===== config.mk =====
export PLATFORM = sky130hd
export DESIGN_NAME = fifo_burst_reader_flat
export DESIGN_NICKNAME = d
export VERILOG_FILES = /design/src/rtl/fifo_burst_reader_if.sv /design/src/rtl/fifo_burst_reader.sv /design/src/flat_wrapper.sv
export SDC_FILE = /design/constraint.sdc
export NUM_CORES = 1
export LEC_CHECK = 0
export ABC_AREA = 1
export CAP_MARGIN = 30
export CELL_PAD_IN_SITES_DETAIL_PLACEMENT = 0
export CELL_PAD_IN_SITES_GLOBAL_PLACEMENT = 1
export CORE_ASPECT_RATIO = 1.75
export CORE_MARGIN = 2
export CORE_UTILIZATION = 44
export CTS_BUF_LIST = sky130_fd_sc_hd__clkbuf_2
export DETAILED_ROUTE_END_ITERATION = 8
export PLACE_DENSITY = 0.94
export SLEW_MARGIN = 40
export SYNTH_ARGS = -nofsm -noshare
export SYNTH_HDL_FRONTEND = slang
export SYNTH_SLANG_ARGS = --single-unit

===== constraint.sdc =====
create_clock -name clk -period 3.8 [get_ports clk]
set_input_delay 1.14 -clock clk [delete_from_list [all_inputs] [get_ports clk]]
set_output_delay 1.14 -clock clk [all_outputs]
set_load 0.005 [all_outputs]

===== src/rtl/fifo_burst_reader_if.sv =====
// Bundle of the FWFT fifo read port and the outgoing valid/ready stream.
// master = burst reader side, slave = fifo + stream consumer side.
interface fifo_burst_reader_if #(
  parameter int unsigned DATA_BITS = 11
);
  logic [DATA_BITS-1:0] fifo_data;
  logic                 fifo_empty;
  logic                 fifo_read;
  logic [DATA_BITS-1:0] m_data;
  logic                 m_valid;
  logic                 m_ready;
  logic                 m_last;

  modport master (
    input  fifo_data, fifo_empty, m_ready,
    output fifo_read, m_data, m_valid, m_last
  );

  modport slave (
    output fifo_data, fifo_empty, m_ready,
    input  fifo_read, m_data, m_valid, m_last
  );
endinterface


===== src/rtl/fifo_burst_reader.sv =====
// Burst read master: pops burst_len words from an FWFT fifo and forwards them
// on a valid/ready stream through a 2-entry in-order buffer.
module fifo_burst_reader #(
  parameter int unsigned DATA_BITS = 11,
  parameter int unsigned LEN_BITS  = 8
) (
  input  logic                clk,
  input  logic                reset,
  input  logic                start,
  input  logic [LEN_BITS-1:0] burst_len,
  output logic                busy,
  output logic                done,
  fifo_burst_reader_if.master bus
);

  localparam int unsigned CNT_BITS = 2;

  typedef enum logic [1:0] {
    S_IDLE  = 2'd0,
    S_POP   = 2'd1,
    S_DRAIN = 2'd2,
    S_FIN   = 2'd3
  } state_t;

  state_t                         r_state;
  state_t                         w_state_nxt;
  logic [LEN_BITS-1:0]            r_remaining;
  logic [1:0][DATA_BITS-1:0]      r_buf_data;
  logic [1:0]                     r_buf_last;
  logic                           r_rd_ptr;
  logic                           r_wr_ptr;
  logic [CNT_BITS-1:0]            r_count;
  logic                           r_busy;
  logic                           r_done;
  logic                           w_valid;
  logic                           w_hs;
  logic                           w_push;
  logic                           w_load;
  logic                           w_room;

  assign w_valid = (r_count != CNT_BITS'(0));
  assign w_hs    = w_valid & bus.m_ready;
  // A full buffer can still accept a word when its head leaves this cycle.
  assign w_room  = (r_count < CNT_BITS'(2)) | ((r_count == CNT_BITS'(2)) & w_hs);

  always_comb begin
    w_state_nxt = r_state;
    w_push      = 1'b0;
    w_load      = 1'b0;
    case (r_state)
      S_IDLE: begin
        if (start) begin
          w_load      = 1'b1;
          w_state_nxt = (burst_len != LEN_BITS'(0)) ? S_POP : S_FIN;
        end
      end
      S_POP: begin
        w_push = !bus.fifo_empty && (r_remaining != LEN_BITS'(0)) && w_room;
        if (w_push && (r_remaining == LEN_BITS'(1))) begin
          w_state_nxt = S_DRAIN;
        end
      end
      S_DRAIN: begin
        if (w_hs && r_buf_last[r_rd_ptr]) begin
          w_state_nxt = S_FIN;
        end
      end
      S_FIN: begin
        w_state_nxt = S_IDLE;
      end
      default: begin
        w_state_nxt = S_IDLE;
      end
    endcase
  end

  // State register plus status flags decoded from the next state.
  always_ff @(posedge clk or negedge reset) begin
    if (!reset) begin
      r_state <= S_IDLE;
      r_busy  <= 1'b0;
      r_done  <= 1'b0;
    end else begin
      r_state <= w_state_nxt;
      r_busy  <= (w_state_nxt == S_POP) || (w_state_nxt == S_DRAIN);
      r_done  <= (w_state_nxt == S_FIN);
    end
  end

  always_ff @(posedge clk or negedge reset) begin
    if (!reset) begin
      r_remaining <= LEN_BITS'(0);
    end else if (w_load) begin
      r_remaining <= burst_len;
    end else if (w_push) begin
      r_remaining <= r_remaining - LEN_BITS'(1);
    end
  end

  // Output buffer storage; the word popped with remaining==1 is the burst tail.
  always_ff @(posedge clk or negedge reset) begin
    if (!reset) begin
      r_buf_data <= '0;
      r_buf_last <= 2'b00;
      r_wr_ptr   <= 1'b0;
    end else if (w_push) begin
      r_buf_data[r_wr_ptr] <= bus.fifo_data;
      r_buf_last[r_wr_ptr] <= (r_remaining == LEN_BITS'(1));
      r_wr_ptr             <= ~r_wr_ptr;
    end
  end

  always_ff @(posedge clk or negedge reset) begin
    if (!reset) begin
      r_rd_ptr <= 1'b0;
      r_count  <= CNT_BITS'(0);
    end else begin
      if (w_hs) begin
        r_rd_ptr <= ~r_rd_ptr;
      end
      case ({w_push, w_hs})
        2'b10:   r_count <= r_count + CNT_BITS'(1);
        2'b01:   r_count <= r_count - CNT_BITS'(1);
        default: r_count <= r_count;
      endcase
    end
  end

  assign bus.fifo_read = w_push;
  assign bus.m_valid   = w_valid;
  assign bus.m_data    = r_buf_data[r_rd_ptr];
  assign bus.m_last    = w_valid & r_buf_last[r_rd_ptr];
  assign busy          = r_busy;
  assign done          = r_done;

endmodule

===== src/flat_wrapper.sv =====
// flat-port wrapper written by rule: the top's interface ports become plain ports
module fifo_burst_reader_flat 
#(
  parameter int unsigned DATA_BITS = 11,
  parameter int unsigned LEN_BITS  = 8
)
  (clk, reset, start, burst_len, busy, done, bus_fifo_data, bus_fifo_empty, bus_m_ready, bus_fifo_read, bus_m_data, bus_m_valid, bus_m_last);
  fifo_burst_reader_if #(.DATA_BITS(DATA_BITS)) bus_i ();
  input  logic clk;
  input  logic reset;
  input  logic start;
  input  logic [LEN_BITS-1:0] burst_len;
  output logic busy;
  output logic done;
  input wire logic [$bits(bus_i.fifo_data)-1:0] bus_fifo_data;
  input wire logic [$bits(bus_i.fifo_empty)-1:0] bus_fifo_empty;
  input wire logic [$bits(bus_i.m_ready)-1:0] bus_m_ready;
  output wire logic [$bits(bus_i.fifo_read)-1:0] bus_fifo_read;
  output wire logic [$bits(bus_i.m_data)-1:0] bus_m_data;
  output wire logic [$bits(bus_i.m_valid)-1:0] bus_m_valid;
  output wire logic [$bits(bus_i.m_last)-1:0] bus_m_last;
  assign bus_i.fifo_data = bus_fifo_data;
  assign bus_i.fifo_empty = bus_fifo_empty;
  assign bus_i.m_ready = bus_m_ready;
  assign bus_fifo_read = bus_i.fifo_read;
  assign bus_m_data = bus_i.m_data;
  assign bus_m_valid = bus_i.m_valid;
  assign bus_m_last = bus_i.m_last;
  fifo_burst_reader #(.DATA_BITS(DATA_BITS), .LEN_BITS(LEN_BITS)) u_core (.clk(clk), .reset(reset), .start(start), .burst_len(burst_len), .busy(busy), .done(done), .bus(bus_i));
endmodule

# [Word level (Yosys, flattened, before mapping)]
# Index checks and enable logic that the tools add are counted.
[classes] div_mod_pow=0 add_sub_neg=3 bitwise_logic=6 shift=0 order_cmp=4 multipliers=0 muxes=21 n_eq_ne=10 reduce_logical=13
[op_table] cell="2-to-1 mux 11 bit" n=3
[op_table] cell="bitwise mux 22 bit" n=1
[op_table] cell="2-to-1 mux 8 bit" n=2
[op_table] cell="nonzero test 8 bit" n=2
[op_table] cell="== test 2 bit, second input constant" n=6
[op_table] cell="demux 11 bit (select 1 bit)" n=1
[op_table] cell="== test 8 x 1 -> 1 bit, second input constant" n=1
[op_table] cell="2-to-1 mux 2 bit" n=4
[op_table] cell="case mux 2 bit (4 select lines)" n=1
[op_table] cell="subtractor 8 x 1 -> 8 bit, second input constant" n=1
[op_table] cell="== test 2 x 1 -> 1 bit, second input constant" n=3
[op_table] cell="2-to-1 mux 1 bit" n=6
[op_table] cell="nonzero test 2 bit" n=3
[op_table] cell="logical AND 1 bit" n=5
[op_table] cell="less-than comparator 1 x 2 -> 1 bit, second input constant" n=2
[op_table] cell="case mux 2 bit (2 select lines)" n=1
[op_table] cell="AND 1 bit" n=3
[op_table] cell="adder 2 x 1 -> 2 bit, second input constant" n=1
[op_table] cell="bitwise mux 2 bit" n=1
[op_table] cell="zero test 2 bit" n=1
[op_table] cell="less-than comparator 2 bit, second input constant" n=1
[op_table] cell="inverter 1 bit" n=2
[op_table] cell="subtractor 2 x 1 -> 2 bit, second input constant" n=1
[op_table] cell="demux 1 bit (select 1 bit)" n=1
[op_table] cell="4 further kinds" n=4
[word_totals] word_cells=67 reg_bits=40 ram_bits=0 in_bits=24 mem_bits_ro=0 n_memories=0 out_inout_bits=16 latch_bits=0

# [Depth between registers and ports, before layout]
# Gate-level depths: netlist of the first run.
[depth] ltp_word=10 mapped_depth=10 ltp_nobuf=10

# [Worst setup path after synthesis of the first run]
# No wires, ideal clock.
[synth_path] kind="input to output" from="in bus_m_ready" to="out bus_fifo_read" arrival_time_ns=1.623 path_slack_ns=1.037 stages=4 n_path_buf=0 cell_sequence="nand2_1 a21oi_1 nand3_4 inv_2"
[synth_between] elab_chain_cells=5
[synth_lines] item="start, declared" line="flat_wrapper.sv:17" rtl="input wire logic [$bits(bus_i.m_ready)-1:0] bus_m_ready;"
[synth_lines] item="AND 1 bit" line="fifo_burst_reader.sv:42" rtl="assign w_hs = w_valid & bus.m_ready;"
[synth_lines] item="AND 1 bit" line="fifo_burst_reader.sv:44" rtl="assign w_room = (r_count < CNT_BITS'(2)) | ((r_count == CNT_BITS'(2)) & w_hs);"
[synth_lines] item="bitwise OR 1 bit" line="fifo_burst_reader.sv:44"
[synth_lines] item="logical AND 1 bit" line="fifo_burst_reader.sv:58" rtl="w_push = !bus.fifo_empty && (r_remaining != LEN_BITS'(0)) && w_room;"
[synth_lines] item="2-to-1 mux 1 bit" line="fifo_burst_reader.sv:50" rtl="case (r_state)"
[synth_lines] item="end, declared" line="flat_wrapper.sv:18" rtl="output wire logic [$bits(bus_i.fifo_read)-1:0] bus_fifo_read;"
# No other way between the ends.

# [Worst setup path in the final report of the first run]
# Same ends and word-level chain as after synthesis.

==> impl_metrics.yaml, run 1 <==
clock_network:
  root_buffer: "clkbuf_2"
  clockBufferDepth: 2
  cts_sinks: 40
  cts_buffers: 5
  cts_setup_buffers: 0
  cts_tree: "yes"
  ctsHoldBuffers: 0
  htree_levels: 2
  clkTransAtPathRegs_ns: 0.19
  insertion_delay_ns: 0.38
synthesis:
  synth-warning-count: 0
  avgSynthCellArea_um2: 8.48
  synth_top_area_share_pct: 44.1
  yosys.cell_types.count: 24
  netlist_instances: 268
  synth.largest_area_cell: "dfrtp_1"
  synth_area_leaders: "dfrtp_1, nand2_1, o21ai_2, nand2_2, inv_1"
  ys_seq_area_share_pct: 44.1
  synth_area_um2: 2270
  ys_seq_elements: 40
  syn_nets: 296
sta:
  setup_viol: 0
  grt_setup_unrepaired: "no"
  hold_ws_ns: 0.509
  max_freq_mhz: 272
  finalHoldViolCount: 0
  drv_slew: 0
  fin_setup_tns_ns: 0
  relSlewSlack_pct: 65.4
  min_period_ns: 3.68
  tightest_slew_ns: 0.519
  finalCritPeriodShare_pct: 96.7
  clock_skew_ns: 0.0198
  worst_slack_ns: 0.124
cells_and_area:
  multiInputGateArea_um2: 1080
  final_util_pct: 54.7
  nNetsFinal: 338
  final-seq-area_um2: 1000
  drive_above_1_share_pct: 21.9
  antenna_cells: 0
  fillerInstances: 481
  area_growth_pct: 19.7
detailed_routing:
  routedWlPerCell_um: 12.6
  drtIter0Drc: 53
  via_per_inst: 4.90
  drc: 0
  dr.pass1.iters: 4
  drt_wl_total_um: 4600
  ant_nets: 0
  vias: 1782
grt:
  grt_pass1_vias: 1841
  grt_max_degree: 41
  track_usage_pct: 18.2
  grt_pass1_wl_um: 8200
  antenna_found_initial: 0
  grt.overflow.total: 0
placed_design:
  dpl.hpwl_um: 3380
  place_ws_ns: 0.0687
  portBuffers: 39
  gp_congestion: 0.809
setup_path:
  cp_common_cell: "clkdlybuf4s50_1"
  crit_arrival_ns: 2.54
  rr_startpoint: "u_core.r_remaining[0]"
  required_ns: 2.66
  path_delay_family: "buffers and inverters"
  cp_max_fo: 2
  crit_type: "in -> out"
  critPathBufInv: 3
  worst_setup_path_start_kind: "input port"
  crit_start: "bus_m_ready"
  slowest_stage: "clkdlybuf4s50_1"
  endpoint_kind: "output port"
  slowest_delay_ns: 0.49
  path_cells: "clkdlybuf4s50_1 > nand2_1 > a21oi_2 > nand3_4 > inv_2 > clkdlybuf4s50_1"
pwr:
  power.density_nw_per_um2: 784
  total_power_mw: 2.13
  peakVddDrop_v: 0.000358
  leakagePower_nw: 1.31
floorplanning:
  coreArea_um2: 4980
  die_h_um: 99.1
  die-area_um2: 5780
  io_pins: 40
  start_util_pct: 45.7
  rows: 34
  fp.dieW_um: 58.3
run:
  maxCapViolCount: 0
hold_path:
  hold_path_class: "reg -> reg"
  min_from: "u_core.r_buf_data[2]"
run_status:
  outcome: "complete, no violations"
[metrics by stage]
stage	cell area, µm²	std cells
after floorplan	2270	268
after global placement	2680	357
after detailed placement	2680	357
after CTS	2720	364
after global routing	2720	364
final	2720	364
[registers in the layout, indices dropped and copies added (netlist names), 2 cells and up]
name	flops
u_core.r_count	2
u_core.r_buf_last	2
u_core.r_remaining	8
u_core.r_state	2
u_core.r_buf_data	22
[layer usage]
layer / global-route usage, % / up-vias / share of wire (%)
li1: - / 917 / -
met1: 21.8 / 822 / 42
met2: 31.6 / 35 / 53
met3: 3.28 / 8 / 3.5
met4: 6.62 / 0 / 1.8
met5: 0 / - / 0
[final cells by class]
type / instances / share of cell area (%)
clock inverter: 2 / 0.460
inverter: 32 / 4.42
multi-input combinational: 189 / 39.8
sequential: 40 / 36.8
tap: 54 / 2.48
clock buffer: 5 / 0.920
timing repair buffer: 42 / 15.1
[cells by family (layout without fill, tap and decap cells)]
group           Yosys count  after routing  synth area share (%)
fa+ha+maj                 4              4                  2.20
compound gates           38             38                  12.3
xor+xnor                  6              6                  2.31
simple gates            141            141                  30.7
flops                    40             40                  44.1
buf+inv                  39             81                  8.43
[report_power, final]
part	internal [mW]	total, mW	switching, mW
sequential	0.615	0.762	0.147
combinational	0.543	1.20	0.653
clock	0.0407	0.176	0.135
total	1.20	2.13	0.935
[cells in the mapped netlist (all sizes together)]
cell type	count
o21ai	34
xor2	2
nand2	102
dfrtp	40
nor2	23
ha	4
nand3	12
buf	5
xnor2	4
clkbuf	2
nor3	2
a21oi	4
nand4	2
inv	32
[worst paths after layout]
| kind | endpoint | slack [ns] | depth (start not counted) |
|---|---|---|---|
| worst max-delay path | bus_fifo_read | 0.12 | 6 |
| worst min-delay path | u_core.r_buf_data[2] | 0.51 | 2 |
| worst max register to register | u_core.r_count[1] | 1.64 | 11 |
| worst min register to register | u_core.r_buf_data[2] | 0.51 | 2 |
| max in group asynchronous | u_core.r_remaining[6] | 2.73 | 1 |
| min in group asynchronous | u_core.r_remaining[0] | 0.69 | 1 |
[cell usage in the layout, fill, tap and decap left out, drive strengths merged]
cell and instances:
a21oi 4, buf 4, clkbuf 5, clkdlybuf4s50 38
clkinv 1, clkinvlp 1, dfrtp 40, ha 4
inv 32, nand2 102, nand3 12, nand4 2
nor2 23, nor3 2, o21ai 34, xnor2 4
xor2 2
[worst register-to-register path, stage by stage (launching register included)]
cell	delay, ns
dfrtp_1	0.45
inv_1	0.14
ha_1	0.27
nand2_1	0.08
nor2_1	0.13
nand2_1	0.11
nand3_4	0.08
buf_4	0.16
ha_1	0.26
a21oi_1	0.11
o21ai_0	0.12
xnor2_1	0.14
[repair_timing]
item                       in CTS  in global routing
setup endpoints to repair       0                  1
gates resized for setup         0                  1
hold endpoints to repair        0                  0
(Power assumes the default switching activity.)
==> run 2, diff against run 1 <==
--- a/config.mk
+++ b/config.mk
@@ -10,11 +10,12 @@
 export CELL_PAD_IN_SITES_DETAIL_PLACEMENT = 0
 export CELL_PAD_IN_SITES_GLOBAL_PLACEMENT = 1
 export CORE_ASPECT_RATIO = 1.75
-export CORE_MARGIN = 2
+export CORE_MARGIN = 3
 export CORE_UTILIZATION = 44
 export CTS_BUF_LIST = sky130_fd_sc_hd__clkbuf_2
 export DETAILED_ROUTE_END_ITERATION = 8
 export PLACE_DENSITY = 0.94
+export RECOVER_POWER = 25
 export SLEW_MARGIN = 40
 export SYNTH_ARGS = -nofsm -noshare
 export SYNTH_HDL_FRONTEND = slang
==> run 2 against run 1 <==
The flow now finishes with violations (capacitance limit, slew limit). Maximum frequency is essentially flat. Clock-buffer cell count grew 1. Sequential share of layout area shrank 0.32 points. Worst setup slack lost 0.0015 ns. Critical path depth is the same. Die area grew 5.5%. Wire length is essentially flat. Global-route usage shrank 1.2 points. Critical endpoint unchanged.
==> impl_metrics.yaml, run 2 (synthesis results as in run 1) <==
run_status:
  outcome: "finished with violations"
  violations: "capacitance limit, slew limit"
setup_path:
  cp_common_cell: "clkdlybuf4s50_1"
  slowest_delay_ns: 0.49
  worst_setup_path_start_kind: "input port"
  path_delay_family: "buffers and inverters"
  critPathBufInv: 3
  endpoint_kind: "output port"
  path_cells: "clkdlybuf4s50_1 > nand2_1 > a21oi_2 > nand3_4 > inv_2 > clkdlybuf4s50_1"
  path_depth: 6
  rr_startpoint: "u_core.r_remaining[0]"
  cp_max_fo: 2
  rrSetupSlack_ns: 1.66
  slowest_stage: "clkdlybuf4s50_1"
  crit_type: "in -> out"
  rr_endpoint: "u_core.r_count[1]"
  endpoint: "bus_fifo_read"
  crit_arrival_ns: 2.54
  reg2reg_depth: 11
  crit_start: "bus_m_ready"
  required_ns: 2.66
clock_network:
  insertion_delay_ns: 0.38
  clkTransAtPathRegs_ns: 0.20
  clockBufferDepth: 2
  cts_tree: "yes"
  cts_setup_buffers: 0
  root_buffer: "clkbuf_2"
  cts_buffers: 5
  cts_sinks: 40
  htree_levels: 2
  ctsHoldBuffers: 0
  cts_resized: 0
grt:
  grt_pass1_wl_um: 7910
  grt.overflow.total: 0
  grt_max_degree: 41
  grt_pass1_vias: 1749
  track_usage_pct: 17.1
  antenna_found_initial: 0
sta:
  relSlewSlack_pct: -43.0
  finalHoldViolCount: 0
  min_period_ns: 3.68
  tightest_slew_ns: 2.15
  grt_setup_unrepaired: "no"
  max_freq_mhz: 272
  fin_setup_tns_ns: 0
  setup_viol: 0
  finalCritPeriodShare_pct: 96.8
  clock_skew_ns: 0.0134
  drv_slew: 41
placed_design:
  post_dp_cell_area_um2: 2680
  dp.cells: 357
  dpl.hpwl_um: 3380
  portBuffers: 39
  gp_congestion: 0.918
detailed_routing:
  drtIter0Drc: 137
  ant_nets: 0
  drc: 0
  routedWlPerCell_um: 12.6
  dr.pass1.iters: 4
  drt_wl_total_um: 4600
  via_per_inst: 4.88
  vias: 1780
cells_and_area:
  fillerInstances: 499
  stdcell_count: 365
  design_area_um2: 2740
  multiInputGateArea_um2: 1080
  final-seq-area_um2: 1000
  drive_above_1_share_pct: 21.9
  area_growth_pct: 20.8
  layout_common_cells: "nand2_1, dfrtp_1, clkdlybuf4s50_1"
  layout_commonest_cell: "nand2_1"
  antenna_cells: 0
  regMostFlops: "u_core.r_buf_data"
  nNetsFinal: 338
  largestRegisters: "u_core.r_buf_data (22), u_core.r_remaining (8)"
  largest_reg_flops: 22
pwr:
  power.density_nw_per_um2: 806
  total_power_mw: 2.21
  peakVddDrop_v: 0.000435
  leakagePower_nw: 1.33
floorplanning:
  io_pins: 40
  die_h_um: 101
  die-area_um2: 6100
  start_util_pct: 45.7
  fp.dieW_um: 60.3
  rows: 34
  coreArea_um2: 4980
hold_path:
  hold_path_class: "reg -> reg"
  whs_path_depth: 2
run:
  maxCapViolCount: 1
[run 2: worst min path at each step]
stage	slack (ns)	start	to
final	0.51	u_core.r_buf_data[0]	u_core.r_buf_data[0]
after global routing	0.53	u_core.r_buf_data[18]	u_core.r_buf_data[18]
after CTS	0.51	u_core.r_buf_data[10]	u_core.r_buf_data[10]
after detailed placement	0.47	u_core.r_buf_data[15]	u_core.r_buf_data[15]
after global placement	0.47	u_core.r_buf_data[10]	u_core.r_buf_data[10]
after floorplan	0.46	u_core.r_buf_data[0]	u_core.r_buf_data[0]
[run 2: per-layer routing]
metal	part of all wire [%]	up-vias	routed length, µm	track usage [%]
li1	-	921	-	-
met4	2.4	0	110	7.17
met2	52	38	2390	29.3
met5	0	-	0	0
met3	3.7	8	171	2.82
met1	42	813	1930	20.4
[run 2: layout make-up]
| type | count | area share, % |
|---|---|---|
| sequential | 40 | 36.5 |
| timing repair buffer | 42 | 14.8 |
| clock buffer | 6 | 1.09 |
| inverter | 32 | 4.38 |
| clock inverter | 2 | 1.28 |
| tap | 54 | 2.46 |
| multi-input combinational | 189 | 39.5 |
[run 2: where the power goes]
group	switching, mW	internal (mW)
logic	0.655	0.543
clock network	0.141	0.113
registers	0.142	0.615
[run 2: worst reg2reg max path, delay by kind of cell, from the launching register on]
kind / cells / cell delay (ns)
XOR/XNOR: 1 / 0.13
buffers and inverters: 2 / 0.31
adder cells (fa/ha/maj): 2 / 0.55
flip-flops: 1 / 0.44
AND/OR/NAND/NOR: 4 / 0.36
AO/OA/AOI/OAI: 2 / 0.25
[run 2: stage by stage]
step	hold WS, ns	setup slack [ns]	utilization (%)
floorplan	0.455	1.04	-
global route	0.529	0.0545	55.1
finish	0.511	0.122	55.1
detailed placement	0.468	0.0609	53.8
global placement	0.466	0.0722	53.8
CTS	0.514	0.0512	55.1
==> run 3, diff against run 2 <==
--- a/config.mk
+++ b/config.mk
@@ -11,10 +11,10 @@
 export CELL_PAD_IN_SITES_GLOBAL_PLACEMENT = 1
 export CORE_ASPECT_RATIO = 1.75
 export CORE_MARGIN = 3
-export CORE_UTILIZATION = 44
+export CORE_UTILIZATION = 37
 export CTS_BUF_LIST = sky130_fd_sc_hd__clkbuf_2
 export DETAILED_ROUTE_END_ITERATION = 8
-export PLACE_DENSITY = 0.94
+export PLACE_DENSITY = 0.85
 export RECOVER_POWER = 25
 export SLEW_MARGIN = 40
 export SYNTH_ARGS = -nofsm -noshare
==> constraint.sdc (replaced) <==
create_clock -name clk -period 3.07 [get_ports clk]
set_input_delay 0.921 -clock clk [delete_from_list [all_inputs] [get_ports clk]]
set_output_delay 0.921 -clock clk [all_outputs]
set_load 0.005 [all_outputs]
==> run 3 against run 2 <==
The flow still finishes with violations (capacitance limit, slew limit). First-iteration DRC count is 35% lower. Cell count is 6.8% higher. Combinational power is 22% higher. Clock skew is 0.0099 ns higher. Sequential power is 26% higher. Non-clock buffer count is 1 higher. Flip-flop and latch count stayed put. Die area is 17% higher. Power is 23% higher. Critical path type unchanged. Highest routed layer unchanged.
==> impl_metrics.yaml, run 3 (synthesis results as in run 1) <==
run_status:
  outcome: "finished with violations"
  violations: "capacitance limit, slew limit"
sta:
  relSlewSlack_pct: -41.2
  min_period_ns: 2.96
  clock_skew_ns: 0.0233
  drv_slew: 41
  setup_viol: 0
  max_freq_mhz: 338
  tightest_slew_ns: 2.12
  grt_setup_unrepaired: "no"
  finalCritPeriodShare_pct: 96.3
  finalHoldViolCount: 0
pwr:
  peakVddDrop_v: 0.000472
  power.density_nw_per_um2: 979
  total_power_mw: 2.72
  leakagePower_nw: 1.34
detailed_routing:
  dr.pass1.iters: 4
  routedWlPerCell_um: 11.8
  ant_nets: 0
  drc: 0
  vias: 1766
  via_per_inst: 4.53
  drt_wl_total_um: 4590
  drtIter0Drc: 89
grt:
  antenna_found_initial: 0
  grt_pass1_wl_um: 8030
  grt_max_degree: 41
  track_usage_pct: 14.6
  grt_pass1_vias: 1780
  grt.overflow.total: 0
floorplanning:
  coreArea_um2: 5930
  fp.dieW_um: 65.2
  die-area_um2: 7150
  start_util_pct: 38.3
  io_pins: 40
  rows: 37
  die_h_um: 110
clock_network:
  cts_resized: 2
  htree_levels: 2
  cts_setup_buffers: 0
  cts_tree: "yes"
  cts_buffers: 5
  cts_sinks: 40
  ctsHoldBuffers: 0
  insertion_delay_ns: 0.39
  clkTransAtPathRegs_ns: 0.19
  clockBufferDepth: 2
  root_buffer: "clkbuf_2"
placed_design:
  gp_congestion: 0.815
  dp.cells: 382
  dpl.hpwl_um: 3450
  portBuffers: 39
  post_dp_cell_area_um2: 2720
cells_and_area:
  nNetsFinal: 339
  antenna_cells: 0
  layout_common_cells: "nand2_1, dfrtp_1, clkdlybuf4s50_1"
  area_growth_pct: 22.4
  largest_reg_flops: 22
  design_area_um2: 2780
  drive_above_1_share_pct: 22.1
  regMostFlops: "u_core.r_buf_data"
  largestRegisters: "u_core.r_buf_data (22), u_core.r_remaining (8)"
  final_util_pct: 46.9
  stdcell_count: 390
  fillerInstances: 612
  layout_commonest_cell: "nand2_1"
hold_path:
  hold_path_class: "reg -> reg"
setup_path:
  worst_setup_path_start_kind: "input port"
  cp_max_fo: 2
  crit_type: "in -> out"
  endpoint_kind: "output port"
  required_ns: 2.15
  crit_arrival_ns: 2.03
run:
  maxCapViolCount: 1
-- run 3: changes by cell type in the layout (fill, tap and decap cells not counted), sizes merged --
| cell | delta |
|---|---|
| buf | +1 |
| clkdlybuf4s50 | -1 |
| dlygate4sd2 | +1 |
-- run 3: routing by layer --
metal  routed length (µm)  part of all wire (%)  vias up  track usage (%)
met5                    0                     0        -                0
met4                  142                   3.1        0             6.97
met3                  193                   4.2       11             3.07
met2                 2390                    52       41             25.9
met1                 1860                    41      794             16.2
li1                     -                     -      920                -
-- run 3: report_power, final --
| part | internal, mW | leakage (nW) | switching, mW |
|---|---|---|---|
| combinational | 0.676 | 0.796 | 0.781 |
| sequential | 0.762 | 0.497 | 0.190 |
| clock | 0.140 | 0.0430 | 0.173 |
-- run 3: layout make-up --
class / count / area [µm²] / area share, %
Tap cell: 78 / 97.6 / 3.51
Clock inverter: 2 / 35.0 / 1.26
Multi-Input combinational cell: 189 / 1080 / 39.0
Inverter: 32 / 120 / 4.32
Sequential cell: 40 / 1000 / 36.0
Timing Repair Buffer: 43 / 413 / 14.9
Clock buffer: 6 / 30.0 / 1.08
-- run 3: final timing paths --
check	end	start	slack (ns)	cells after the start
worst max-delay path	bus_fifo_read	bus_m_ready	0.11	6
worst min-delay path	u_core.r_buf_data[10]	u_core.r_buf_data[10]	0.51	2
worst max register to register	u_core.r_count[1]	u_core.r_remaining[0]	1.01	11
worst min register to register	u_core.r_buf_data[10]	u_core.r_buf_data[10]	0.51	2
max in group asynchronous	u_core.r_buf_data[16]	reset	0.75	1
min in group asynchronous	u_core.r_buf_data[18]	reset	1.11	1
-- run 3: stage by stage --
step | worst slack (ns) | TNS [ns] | hold WS (ns)
after floorplan | 0.745 | 0 | 0.455
after global placement | -0.211 | -0.211 | 0.464
after detailed placement | -0.221 | -0.221 | 0.469
after CTS | 0.0973 | 0 | 0.441
after global routing | 0.0303 | 0 | 0.530
final | 0.115 | 0 | 0.509
-- run 3: worst max-delay path, cell delays in order --
cell and delay (ns):
clkdlybuf4s50_1 0.47, nand2_1 0.08, a21oi_2 0.19, nand3_4 0.09, inv_2 0.05, dlygate4sd2_1 0.22
